File: config.mk
export PLATFORM = sky130hd
export DESIGN_NAME = mem_wb_stage
export DESIGN_NICKNAME = d
export VERILOG_FILES = /design/src/rtl/mem_wb_stage.sv
export SDC_FILE = /design/constraint.sdc
export NUM_CORES = 1
export LEC_CHECK = 0
export CELL_PAD_IN_SITES_DETAIL_PLACEMENT = 0
export CELL_PAD_IN_SITES_GLOBAL_PLACEMENT = 1
export CORE_UTILIZATION = 44
export DETAILED_ROUTE_END_ITERATION = 10
export DONT_BUFFER_PORTS = 1
export GPL_TIMING_DRIVEN = 0
export PLACE_DENSITY_LB_ADDON = 0.1
export SETUP_SLACK_MARGIN = 0.02
export SLEW_MARGIN = 20
export SYNTH_ARGS = -nofsm -noshare
export SYNTH_HDL_FRONTEND = slang
export SYNTH_SLANG_ARGS = --single-unit
File: constraint.sdc
create_clock -name Clk -period 1.65 [get_ports Clk]
set_clock_uncertainty 0.1 [all_clocks]
set_input_delay 0.165 -clock Clk [delete_from_list [all_inputs] [get_ports Clk]]
set_output_delay 0.165 -clock Clk [all_outputs]
set_load 0.02 [all_outputs]
File: src/rtl/mem_wb_stage.sv
// mem_wb_stage: MEM->WB pipeline register with load extension, writeback select and a sticky illegal-load flag.
// Optional macro RETIRE_COUNT_EN adds the 64-bit InstRet retired-instruction counter.
`default_nettype none

module mem_wb_stage #(
  parameter int XLEN       = 32,
  parameter int REG_ADDR_W = 5
) (
  input  logic                  Clk,
  input  logic                  Reset,
  input  logic                  Stall,
  input  logic                  Flush,
  input  logic                  Valid_M,
  input  logic [XLEN-1:0]       DataRd_M,
  input  logic [XLEN-1:0]       ALURes_M,
  input  logic [XLEN-1:0]       PC4_M,
  input  logic [2:0]            DMCtrl_M,
  input  logic [1:0]            RUDataWrSrc_M,
  input  logic                  RUWr_M,
  input  logic [REG_ADDR_W-1:0] Rd_M,
  output logic                  Valid_W,
  output logic                  RUWr_W,
  output logic [REG_ADDR_W-1:0] Rd_W,
  output logic [XLEN-1:0]       RUDataWr_W,
  output logic                  FwdValid_W,
`ifdef RETIRE_COUNT_EN
  output logic [63:0]           InstRet,
`endif
  output logic                  IllegalLoad
);

  localparam logic [2:0] DM_LB  = 3'b000;
  localparam logic [2:0] DM_LH  = 3'b001;
  localparam logic [2:0] DM_LW  = 3'b010;
  localparam logic [2:0] DM_LBU = 3'b100;
  localparam logic [2:0] DM_LHU = 3'b101;

  localparam logic [1:0] SRC_ALU  = 2'b00;
  localparam logic [1:0] SRC_LOAD = 2'b01;
  localparam logic [1:0] SRC_PC4  = 2'b10;

  logic [XLEN-1:0] load_ext;
  logic            load_legal;
  logic [XLEN-1:0] wb_data;
  logic            wr_en;
  logic            illegal_now;

  always_comb begin
    load_ext   = '0;
    load_legal = 1'b1;
    case (DMCtrl_M)
      DM_LB:   load_ext = {{(XLEN-8){DataRd_M[7]}}, DataRd_M[7:0]};
      DM_LH:   load_ext = {{(XLEN-16){DataRd_M[15]}}, DataRd_M[15:0]};
      DM_LW:   load_ext = DataRd_M;
      DM_LBU:  load_ext = {{(XLEN-8){1'b0}}, DataRd_M[7:0]};
      DM_LHU:  load_ext = {{(XLEN-16){1'b0}}, DataRd_M[15:0]};
      default: load_legal = 1'b0;
    endcase
  end

  always_comb begin
    wb_data     = '0;
    illegal_now = 1'b0;
    case (RUDataWrSrc_M)
      SRC_ALU:  wb_data = ALURes_M;
      SRC_LOAD: begin
        wb_data     = load_ext;
        illegal_now = Valid_M & ~load_legal;
      end
      SRC_PC4:  wb_data = PC4_M;
      default:  illegal_now = Valid_M;
    endcase
  end

  // x0 is hardwired to zero, so writes to it never leave this stage enabled.
  assign wr_en = Valid_M & RUWr_M & (Rd_M != '0);

  always_ff @(posedge Clk) begin
    if (Reset) begin
      Valid_W     <= 1'b0;
      RUWr_W      <= 1'b0;
      Rd_W        <= '0;
      RUDataWr_W  <= '0;
      IllegalLoad <= 1'b0;
    end else if (Flush) begin
      Valid_W <= 1'b0;
      RUWr_W  <= 1'b0;
    end else if (!Stall) begin
      Valid_W    <= Valid_M;
      RUWr_W     <= wr_en;
      Rd_W       <= Rd_M;
      RUDataWr_W <= wb_data;
      if (illegal_now)
        IllegalLoad <= 1'b1;
    end
  end

  assign FwdValid_W = RUWr_W;

`ifdef RETIRE_COUNT_EN
  // An instruction retires when it leaves W; a flush only kills the incoming one.
  always_ff @(posedge Clk) begin
    if (Reset)
      InstRet <= '0;
    else if (Valid_W && !Stall)
      InstRet <= InstRet + 64'd1;
  end
`endif

endmodule

`default_nettype wire

Word level (Yosys, flattened, before mapping):

Cells that the tools add are included.

* equal/unequal tests: 6
* mux-type cells: 4
* bitwise gates (word level): 6
* reductions and logical operators: 8

Operator list (number)
* one-hot mux 32 bit (5 select lines): 1
* one-hot mux 32 bit (3 select lines): 1
* equality test 3 bit, second input constant: 2
* nonzero test 5 bit: 1
* OR reduction 5 bit: 1
* OR reduction 2 bit: 2
* AND 1 bit: 3
* equality test 3 x 1 -> 1 bit, second input constant: 1
* equality test 3 x 2 -> 1 bit, second input constant: 1
* logical NOT 3 bit: 1
* inverter 1 bit: 3
* AND reduction 3 bit: 1
* equality test 2 x 1 -> 1 bit, second input constant: 1
* equality test 2 bit, second input constant: 1
* logical NOT 2 bit: 1
* one-hot mux 1 bit (2 select lines): 1
* AND reduction 2 bit: 1
* 2-to-1 mux 1 bit: 1

* flip-flop bits (word level): 40
* input bits: 112
* output and inout port bits: 41
* word-level logic and storage cells: 29

Depth between registers and ports, before layout:

Gate-level depths: netlist of run 1.

* word-level depth: 7
* gate-level depth with buffers: 6
* gate-level depth less buffers: 3

Worst setup path after synthesis of run 1:

OpenSTA, ideal clock, no wires.

* kind: input to register
* start: in RUDataWrSrc_M[1]
* end: reg RUDataWr_W[18]
* data arrival time: 1.316 ns
* data required time: 1.425 ns
* setup slack: 0.109 ns
* stages: 5
* path buffers: 2
* path through: buf_2 -> buf_1 -> mux2_2 -> a32oi_1 -> o21ai_0

* longest elaborated chain between the ends: 2
* elaborated cells between the ends (all ways): 4
* those cells by class: eq/ne: 2; mux: 1; reduce/logical: 1

RTL lines
* from (decl): line 18 `input logic [1:0] RUDataWrSrc_M,`
* equality test 2 bit (tied with other cells): line 64 `case (RUDataWrSrc_M)`
* one-hot mux 32 bit (3 select lines) *: line 64
* to (signal assigned): line 92 `RUDataWr_W <= wb_data;`
* to (decl): line 24 `output logic [XLEN-1:0] RUDataWr_W,`

Every way passes the cells marked *; elsewhere a longest branch is shown, timed or not.
A chain may end at the register's enable or synchronous reset.

Worst setup path after layout of run 1:

* start: in RUDataWrSrc_M[1]
* end: reg RUDataWr_W[21]

Same word-level chain as after synthesis.

==> results.yml, run 1 <==
logic_synthesis:
  ys_warn_count: 0
  seq_area_frac_synth: 0.328
  post_synth_xor_area_fraction: 0
  synthDistinctLibCells: 35
  syn-num-nets: 377
  synth_fa_ha_area_frac: 0
  synth_top_family_by_area: "compound AO/OA/AOI/OAI gates"
  syn_avg_cell_area_um2: 9.22
  synthSimpleGateAreaFrac: 0.0717
  yosys-mux-area-fraction: 0.213
  synth-seq-cells: 40
  synth_compound_area_frac: 0.313
  syn_inst: 265
  syn_area_mm2: 0.00244
min_path:
  min_to: "IllegalLoad"
  min_delay_path_depth: 3
  min_from: "Flush"
  hp-class: "primary input to flop"
routing:
  wl_met3_um: 518
  ant_nets: 0
  drt-pass1-iter-count: 4
  drt-total-wl_um: 6690
  drc_errors: 0
  drt_iter0_markers: 52
  wl_per_cell_um: 18.6
  vias_per_cell: 6.10
  top_layer: "met4"
  vias: 2191
  met1_length_um: 2840
  met2_length_um: 3270
critical_path:
  cp_max_fo: 10
  worst-setup-path-type: "primary input to flop"
  cp.buffers_inverters: 2
  max_stage_delay_ns: 0.50
  worst_setup_path_start_kind: "primary input"
  cp-end-kind: "flop"
  reg2reg_depth: 3
  r2r_slack_ns: 0.19
  r2r-start: "FwdValid_W"
  crit_family: "buffers and inverters"
  worstReg2RegEnd: "FwdValid_W"
  cp.arrival_ns: 1.58
  worstPathRequired_ns: 1.72
  cpMaxStageDelayCell: "buf_1"
  path_cells: "buf_2 -> buf_1 -> mux2_2 -> a32oi_1 -> o21ai_0"
sta:
  min_period_over_period: 0.914
  setup-tns-final_ns: 0
  worstMarginPinSlew_ns: 0.776
  finalSetupViolCount: 0
  hold_violations: 0
  timing.slew.headroom: 0.482
  period_minus_slack_ns: 1.51
  maxSlewViolCount: 0
  fmax_mhz: 663
  setup_ws_ns: 0.141
  grt_setup_unrepaired: "no"
place:
  dp.cells: 335
  placed_area_mm2: 0.00253
  place_hpwl_um: 4810
  post-place-ws_ns: -0.216
  port_buffers: 0
  gp_congestion: 0.784
finish:
  drive_gt1_frac: 0.166
  diodes: 0
  nets: 400
  stdcell_count: 359
  mostFrequentLayoutCells: "40 x dfxtp_1, 25 x mux2i_1, 24 x mux2_2, 18 x nand2_1"
  finish.utilization: 0.536
  layout_commonest_cell: "dfxtp_1"
  final_cell_area_mm2: 0.00281
  syn_to_final_growth_pct: 15.0
pwr:
  ir_drop_mv: 0.397
  power-per-cell-area_mw_per_mm2: 816
  leakagePower_uw: 0.00102
run:
  drv_cap: 0
global_routing:
  antenna_found_initial: 0
  grt_pass1_wl_um: 10600
  track_usage: 0.226
  grt_pass1_vias: 2200
  grt-ovfl-total: 0
  grt_max_degree: 15
cts:
  numCtsBuffers: 5
  insertion_delay_ns: 0.29
  htree_levels: 2
  tritoncts: "done"
  clk_pin_slew_ns: 0.09
  clock_sinks: 40
  cts_root_buf: "clkbuf_8"
  ctsLongestPathBuffers: 2
floorplanning:
  core_mm2: 0.00524
  die_x_um: 76.5
  die_h_um: 76.5
  die-area_mm2: 0.00586
  initial_core_util: 0.467
  rows: 26
  ios: 153
run_status:
  outcome: "complete, no violations"
-- per-layer routing --
layer	vias up	GRT usage
met5	-	0
met3	9	0.0683
met4	0	0.0615
met2	90	0.395
li1	1058	-
met1	1034	0.267
-- worst max-delay path by stage --
stage	from	end	slack, ns	depth (start not counted)
floorplan	RUDataWrSrc_M[1]	RUDataWr_W[18]	0.11	5
global placement	RUDataWrSrc_M[1]	RUDataWr_W[31]	-0.18	5
detailed placement	RUDataWrSrc_M[1]	RUDataWr_W[21]	-0.22	5
CTS	RUDataWrSrc_M[1]	RUDataWr_W[21]	0.09	5
global route	RUDataWrSrc_M[1]	RUDataWr_W[24]	0.02	5
finish	RUDataWrSrc_M[1]	RUDataWr_W[21]	0.14	5
-- logic make-up after synthesis --
group                  count (synthesis)
AOI/OAI and AO/OA                    103
buffers and inverters                 41
DFF                                   40
muxes                                 49
and+or+nand+nor                       32
-- Yosys cell counts (all sizes together) --
cell type,instances,area [µm²]
dfxtp,40,801
mux2i,25,250
mux2,24,270
nand2,18,67.6
a32oi,17,149
clkbuf,17,63.8
o21a,17,128
o21ai,17,85.1
o211ai,15,113
buf,13,76.3
inv,11,41.3
a21oi,9,45.0
a22o,8,70.1
o32ai,8,70.1
a31oi,7,43.8
nor2b,3,18.8
nand3b,2,15.0
a2111oi,1,27.5
a211oi,1,7.51
nand2b,1,6.26
nand3,1,17.5
nand4bb,1,11.3
nor2,1,3.75
nor3,1,5.00
nor3b,1,7.51
nor4b,1,8.76
o2111ai,1,8.76
o21ba,1,10.0
o31a,1,8.76
or2,1,6.26
or4,1,7.51
-- state kept, by name (all words and copies together), names as in the netlist --
| register | cells |
|---|---|
| FwdValid_W | 1 |
| IllegalLoad | 1 |
| RUDataWr_W | 32 |
| Rd_W | 5 |
| Valid_W | 1 |
-- worst register-to-register path: stages, from the launching register on --
cell,delay [ns]
dfxtp_1,0.46
nand2_1,0.08
a211oi_1,0.19
dlygate4sd3_1,0.57
-- metrics by stage --
stage | hold slack [ns] | total power (µW)
global route | 0.0345 | 2410
finish | 0.0335 | 2290
CTS | 0.0300 | 2320
detailed placement | 0.148 | 1460
floorplan | 0.143 | 1390
global placement | 0.145 | 1460
-- layout make-up --
class	count	area [µm²]
Inverter	11	41.3
Clock inverter	3	47.5
Fill cell	484	2430
Buffer	30	141
Timing Repair Buffer	16	160
Tap cell	70	87.6
Multi-Input combinational cell	184	1460
Clock buffer	5	68.8
Sequential cell	40	801
-- report_power, final --
group | internal, µW | switching (µW) | leakage [µW]
clock | 456 | 370 | 0.0000583
sequential | 1000 | 73.4 | 0.000326
combinational | 189 | 201 | 0.000635
total | 1650 | 645 | 0.00102
-- repair_timing --
| action | CTS | global route |
|---|---|---|
| setup buffers | 0 | 0 |
| endpoints found under the hold margin | 16 | 0 |
| endpoints found under the setup margin | 0 | 5 |
| gates resized for setup | 0 | 2 |
| hold buffers | 16 | 0 |
(Power assumes the default switching activity.)
==> run 2, diff against run 1 <==
--- a/config.mk
+++ b/config.mk
@@ -5,6 +5,7 @@
 export SDC_FILE = /design/constraint.sdc
 export NUM_CORES = 1
 export LEC_CHECK = 0
+export CAP_MARGIN = 15
 export CELL_PAD_IN_SITES_DETAIL_PLACEMENT = 0
 export CELL_PAD_IN_SITES_GLOBAL_PLACEMENT = 1
 export CORE_UTILIZATION = 44
==> results of run 2 <==
No change in the layout: final DEF, timing and power equal those of run 1.
